`config.mk`:
```
export PLATFORM = sky130hd
export DESIGN_NAME = tick_event_arbiter
export DESIGN_NICKNAME = d
export VERILOG_FILES = /design/src/rtl/tick_arb_pkg.sv /design/src/rtl/tick_edge_det.sv /design/src/rtl/tick_event_arbiter.sv
export SDC_FILE = /design/constraint.sdc
export NUM_CORES = 1
export LEC_CHECK = 0
export BUFFER_PORTS_ARGS = -buffer_cell sky130_fd_sc_hd__buf_4
export CAP_MARGIN = 20
export CORE_ASPECT_RATIO = 0.8
export CORE_MARGIN = 2
export CORE_UTILIZATION = 40
export DETAILED_ROUTE_END_ITERATION = 7
export HOLD_SLACK_MARGIN = 0.12
export MAX_ROUTING_LAYER = met4
export PLACE_DENSITY = 0.63
export SYNTH_ARGS = -nofsm -noshare
export SYNTH_HDL_FRONTEND = slang
export SYNTH_SLANG_ARGS = --single-unit
```
`constraint.sdc`:
```
create_clock -name clk -period 2.9 [get_ports clk]
set_clock_uncertainty 0.1 [all_clocks]
set_input_delay 0.58 -clock clk [delete_from_list [all_inputs] [get_ports clk]]
set_output_delay 0.58 -clock clk [all_outputs]
set_load 0.03 [all_outputs]
```
`src/rtl/tick_arb_pkg.sv`:
```
// Shared constants for the tick event arbiter: FSM encoding, channel indices, defaults.
// Optional build macro: TICK_ARB_RR_EN (round-robin arbitration).
package tick_arb_pkg;
  localparam logic [0:0] ST_IDLE  = 1'b0;
  localparam logic [0:0] ST_OFFER = 1'b1;

  localparam int CH_1KHZ  = 0;
  localparam int CH_500HZ = 1;
  localparam int CH_1HZ   = 2;

  localparam int N_CH_DEF   = 3;
  localparam int DROP_W_DEF = 8;
endpackage

```
`src/rtl/tick_edge_det.sv`:
```
// Rising-edge detector for the divided clock levels; suppresses edges until one clock after reset release.
module tick_edge_det
  import tick_arb_pkg::*;
#(
  parameter int N_CH = N_CH_DEF
) (
  input  logic            clk,
  input  logic            clr_n,
  input  logic [N_CH-1:0] tick_in,
  output logic [N_CH-1:0] tick_edge
);
  logic [N_CH-1:0] tick_d;
  logic            armed;

  always_ff @(posedge clk or negedge clr_n) begin
    if (!clr_n) begin
      tick_d <= '0;
      armed  <= 1'b0;
    end else begin
      tick_d <= tick_in;
      armed  <= 1'b1;
    end
  end

  // A level already high at release is not an edge: tick_d catches up while armed is still 0.
  assign tick_edge = tick_in & ~tick_d & {N_CH{armed}};
endmodule

```
`src/rtl/tick_event_arbiter.sv`:
```
// Serialises divided-clock rising edges onto one valid/ready event port with per-channel drop counters.
// Optional build macro: TICK_ARB_RR_EN selects round-robin instead of fixed lowest-index priority.
module tick_event_arbiter
  import tick_arb_pkg::*;
#(
  parameter int N_CH   = N_CH_DEF,
  parameter int DROP_W = DROP_W_DEF
) (
  input  logic                     clk,
  input  logic                     clr_n,
  input  logic [N_CH-1:0]          tick_in,
  output logic                     evt_valid,
  output logic [1:0]               evt_id,
  input  logic                     evt_ready,
  output logic [N_CH-1:0]          pending,
  output logic [N_CH*DROP_W-1:0]   drop_cnt,
  input  logic                     drop_clr
);
  logic [0:0]                    state;
  logic [N_CH-1:0]               tick_edge;
  logic [N_CH-1:0]               acc;
  logic [N_CH-1:0]               drop;
  logic                          accept;
  logic [N_CH-1:0][DROP_W-1:0]   cnt;

  tick_edge_det #(.N_CH(N_CH)) u_edge (
    .clk       (clk),
    .clr_n     (clr_n),
    .tick_in   (tick_in),
    .tick_edge (tick_edge)
  );

`ifdef TICK_ARB_RR_EN
  logic [1:0] last;

  function automatic logic [1:0] pick(input logic [N_CH-1:0] req, input logic [1:0] lst);
    logic [1:0] w;
    int         idx;
    w = '0;
    // Walk backwards so the channel nearest last+1 is the final assignment.
    for (int k = N_CH; k >= 1; k--) begin
      idx = (int'(lst) + k) % N_CH;
      if (req[idx]) w = 2'(idx);
    end
    return w;
  endfunction
`else
  function automatic logic [1:0] pick(input logic [N_CH-1:0] req);
    logic [1:0] w;
    w = '0;
    for (int i = N_CH - 1; i >= 0; i--)
      if (req[i]) w = 2'(i);
    return w;
  endfunction
`endif

  assign evt_valid = (state == ST_OFFER);
  assign accept    = evt_valid & evt_ready;
  assign drop_cnt  = cnt;

  always_comb begin
    acc = '0;
    for (int i = 0; i < N_CH; i++)
      acc[i] = accept && (evt_id == 2'(i));
  end

  // An edge on a still-pending channel is lost unless that channel is being accepted this cycle.
  assign drop = tick_edge & pending & ~acc;

  always_ff @(posedge clk or negedge clr_n) begin
    if (!clr_n) begin
      state   <= ST_IDLE;
      evt_id  <= '0;
      pending <= '0;
`ifdef TICK_ARB_RR_EN
      last    <= 2'(N_CH - 1);
`endif
    end else begin
      pending <= (pending & ~acc) | tick_edge;
      case (state)
        ST_IDLE: begin
          if (|pending) begin
`ifdef TICK_ARB_RR_EN
            evt_id <= pick(pending, last);
`else
            evt_id <= pick(pending);
`endif
            state  <= ST_OFFER;
          end
        end
        ST_OFFER: begin
          if (evt_ready) begin
            state <= ST_IDLE;
`ifdef TICK_ARB_RR_EN
            last  <= evt_id;
`endif
          end
        end
        default: state <= ST_IDLE;
      endcase
    end
  end

  always_ff @(posedge clk or negedge clr_n) begin
    if (!clr_n) begin
      cnt <= '0;
    end else begin
      for (int i = 0; i < N_CH; i++) begin
        if (drop_clr)
          cnt[i] <= DROP_W'(drop[i]);
        else if (drop[i] && (cnt[i] != {DROP_W{1'b1}}))
          cnt[i] <= cnt[i] + 1'b1;
      end
    end
  end
endmodule

```
==> out/results.md <==
| Item | Value | Unit |
|:---|:---|:---|
| Result of the run | finished, final reports clean | - |
| Net load switching power | 0.450 | mW |
| Wire length of the first global-routing pass | 6910 | um |
| Leakage power | 0.942 | nW |
| Number of nets in the finished design | 226 | - |
| Beginning of the worst register-to-register path | evt_valid | - |
| CTS H-Tree Depth | 2 | - |
| Number of vias per cell | 5.77 | - |
| Net count of the mapped netlist | 189 | - |
| Unrepaired setup endpoints after global routing | no | - |
| Final setup violating endpoints | 0 | - |
| Post-route DRC violation count | 0 | - |
| Max Root-Sink Buffers | 2 | - |
| Number of buffers added on ports | 36 | - |
| Chip width | 78.6 | um |
| Synth Flop Type | sky130_fd_sc_hd__dfrtp_1 | - |
| Post-placement cell area | 0.00209 | mm^2 |
| Number of gates resized after CTS | 0 | - |
| Starting Density | 0.421 | - |
| Kind of end point of the critical path | flop | - |
| Adder-cell share of the synthesized area | 0.0211 | - |
| Combinational cell fraction of total power | 0.241 | - |
| Placement Rows | 21 | - |
| Max_cap viols | 0 | - |
| Number of buffers added to fix hold violations after cts | 0 | - |
| Min cycle time layout | 2.22 | ns |
| Worst setup slack before clock tree synthesis | 0.525 | ns |
| Async set-or-reset flop fraction in the synthesized netlist | 1.00 | - |
| Mux share of post-synthesis cell area | 0.0183 | - |
| Number of global-route vias before repair | 1475 | - |
| PnR Total Power | 1.36 | mW |
| Detailed placer's ending HPWL | 2890 | um |
| Clock insertion delay at the later pin of the skew report | 0.29 | ns |
| Post-Route Setup TNS | 0 | ns |
| Post-route ant nets | 0 | - |
| Worst endpoint required time | 2.98 | ns |
| Power per cell area | 620 | mW/mm^2 |
| Combinational family with the most area after synthesis | simple AND/OR/NAND/NOR gates | - |
| Share of synthesized cell area in and, or, nand and nor gates | 0.270 | - |
| Mean Syn Cell Area | 9.95 | um^2 |
| Number of enable-type register cells in the synthesized netlist | 0 | - |
| Number of antenna repair diodes | 0 | - |
| Number of pins exceeding their max-slew limit in the final report | 0 | - |
| Worst rel slew slack | 0.474 | - |
| Area of the mapped netlist | 0.00178 | mm^2 |
| Number of fillers in the final layout | 410 | - |
| Transition at the pin with the smallest max-transition slack | 0.783 | ns |
| Critical path start-end classification | flop to flop | - |
| Portion of total power attributed to sequential cells | 0.445 | - |
| Final Instance Area | 0.00220 | mm^2 |
| #FFs+latches synth | 34 | - |
| DRT iter0 DRCs | 138 | - |
| Kind of start point of the critical path | flop | - |
| Xor/xnor share of the synthesized area | 0.00492 | - |
| Count of cell types in the netlist | 42 | - |
| Switching power share of the total | 0.330 | - |
| Layout cells sized above 1 | 0.249 | - |
| Largest net degree at the start of global routing | 35 | - |
| GR Overflow Total | 0 | - |
| Synthesized-area fraction occupied by ao, oa, aoi and oai cells | 0.170 | - |
| TritonCTS clock tree | done | - |
| Fmax | 0.451 | GHz |
| Number of buffers inserted by post-CTS setup repair | 0 | - |
| Critical Path Source | evt_valid | - |
| Clock share of power | 0.314 | - |
| Number of I/O pins | 37 | - |
| Initial antenna violation count | 0 | - |
| Global placement routability congestion | 0.892 | - |
| Clock sink total | 34 | - |
| Routed WL | 4080 | um |
| Maximum net fanout on the critical path | 11 | - |
| Internal power | 0.913 | mW |
| Vias after detailed routing | 1582 | - |
| Drt pass-1 iters | 4 | - |
| Worst hold-check path type | input port to async pin | - |
| Total Die Area | 0.00501 | mm^2 |
| Standard cell core area | 0.00423 | mm^2 |
| Clock slew at the register clock pins of the worst setup and hold paths | 0.07 | ns |
| Post-synthesis to final-layout area growth | 23.4 | % |
| Number of buffers created by CTS | 5 | - |
| Gate count of the mapped netlist | 179 | - |
| Cells on worst reg2reg path | 4 | - |
| Die height | 63.7 | um |
| Post-route worst hold slack | 0.119 | ns |
| Yosys warns | 0 | - |
| CP arrival | 2.30 | ns |
| Final number of hold-violating endpoints | 0 | - |
| Peak supply drop | 0.336 | mV |
| Global-route total usage across every layer | 0.182 | - |
| Final Worst Setup Slack | 0.683 | ns |
| Average wire per cell in the routed design | 14.9 | um |
| Sequential element share of the synthesized area | 0.478 | - |
| Share of the clock period used by the worst path after layout | 0.764 | - |
| Root buf cell | sky130_fd_sc_hd__clkbuf_8 | - |
per-layer routing:
layer  up-vias  share of wire  global-route usage  wire length, um
li1        770              -                   -                -
met5         -              0                   -                0
met1       767           0.49               0.237             1980
met4         0          0.019              0.0724               79
met2        35           0.46               0.276             1860
met3        10          0.038              0.0415              157
critical path, cell delays in order, from the launching register on:
cell	delay [ns]
sky130_fd_sc_hd__dfrtp_1	0.49
sky130_fd_sc_hd__and4bb_4	0.28
sky130_fd_sc_hd__or3_4	0.42
sky130_fd_sc_hd__or4_2	0.67
sky130_fd_sc_hd__o211a_1	0.14
state kept, by name (all words and copies together), names as in the netlist:
signal	flops
pending	3
drop_cnt	24
u_edge.armed	1
evt_id	2
u_edge.tick_d	3
evt_valid	1
final timing paths:
check / end / slack, ns
max: drop_cnt[7] / 0.68
min: drop_cnt[16] / 0.12
max reg2reg: drop_cnt[7] / 0.68
min reg2reg: pending[2] / 0.37
max in group asynchronous: u_edge.armed / 2.27
min in group clk: u_edge.tick_d[1] / 0.31
layout make-up:
class	instances	area [um^2]	area share
clock buffer	5	68.8	0.0313
multi-input combinational	132	867	0.394
sequential	34	851	0.387
tap	57	71.3	0.0324
clock inverter	3	40.0	0.0182
inverter	6	22.5	0.0102
timing repair buffer	37	278	0.126
cells by family after synthesis:
family	count (synthesis)
xor gates and xnor gates	1
other	1
adders and majority gates	3
muxes	3
DFF	34
and+or+nand+nor	82
buffers and inverters	13
AOI/OAI and AO/OA	42
per-stage QoR:
stage,util,instances
floorplan,-,179
global placement,0.494,266
finish,0.520,274
CTS,0.520,274
global route,0.520,274
detailed placement,0.494,266
layout by cell type, fill, tap and decap left out, types with 3 or more instances in the layout:
master                     instances
sky130_fd_sc_hd__nor2b_1           6
sky130_fd_sc_hd__o31ai_1           5
sky130_fd_sc_hd__nor3_1            5
sky130_fd_sc_hd__nor2_1           12
sky130_fd_sc_hd__o41ai_1           7
sky130_fd_sc_hd__a21oi_1          11
sky130_fd_sc_hd__or4_1             7
sky130_fd_sc_hd__nand4b_1          4
sky130_fd_sc_hd__o21ai_0           6
sky130_fd_sc_hd__inv_1             6
sky130_fd_sc_hd__buf_4            37
sky130_fd_sc_hd__dfrtp_1          34
sky130_fd_sc_hd__nor4_1            5
sky130_fd_sc_hd__clkbuf_8          5
sky130_fd_sc_hd__ha_1              3
sky130_fd_sc_hd__nand4_1           5
sky130_fd_sc_hd__nand2_1          15
sky130_fd_sc_hd__o311ai_0          5
sky130_fd_sc_hd__nand3_1           9
Yosys cell counts, types with 2 or more instances:
library cell / number / area share
sky130_fd_sc_hd__buf_6: 2 / 0.013
sky130_fd_sc_hd__nand4_1: 5 / 0.018
sky130_fd_sc_hd__nor2_1: 12 / 0.025
sky130_fd_sc_hd__nand3b_1: 2 / 0.0084
sky130_fd_sc_hd__ha_1: 3 / 0.021
sky130_fd_sc_hd__nand4b_1: 4 / 0.020
sky130_fd_sc_hd__o211a_1: 2 / 0.011
sky130_fd_sc_hd__and4_1: 2 / 0.0098
sky130_fd_sc_hd__o21ai_0: 6 / 0.017
sky130_fd_sc_hd__o41ai_1: 7 / 0.034
sky130_fd_sc_hd__clkbuf_1: 4 / 0.0084
sky130_fd_sc_hd__mux2_2: 2 / 0.013
sky130_fd_sc_hd__nor4_1: 5 / 0.018
sky130_fd_sc_hd__nand3_1: 9 / 0.025
sky130_fd_sc_hd__dfrtp_1: 34 / 0.48
sky130_fd_sc_hd__a221o_1: 2 / 0.011
sky130_fd_sc_hd__inv_1: 6 / 0.013
sky130_fd_sc_hd__nor3_1: 5 / 0.014
sky130_fd_sc_hd__or4_1: 7 / 0.029
sky130_fd_sc_hd__o31ai_1: 5 / 0.021
sky130_fd_sc_hd__a21oi_1: 11 / 0.031
sky130_fd_sc_hd__nand2_1: 15 / 0.032
sky130_fd_sc_hd__o311ai_0: 5 / 0.025
sky130_fd_sc_hd__nor2b_1: 6 / 0.021
power by group through the flow:
stage,Clock [mW],Combinational (mW),Sequential [mW]
after CTS,0.441,0.332,0.606
after global routing,0.467,0.354,0.615
after detailed placement,0,0.332,0.614
after global placement,0,0.326,0.607
final,0.429,0.328,0.606
after floorplan,0,0.128,0.687
Note: power is estimated with default switching activity, not from simulation.
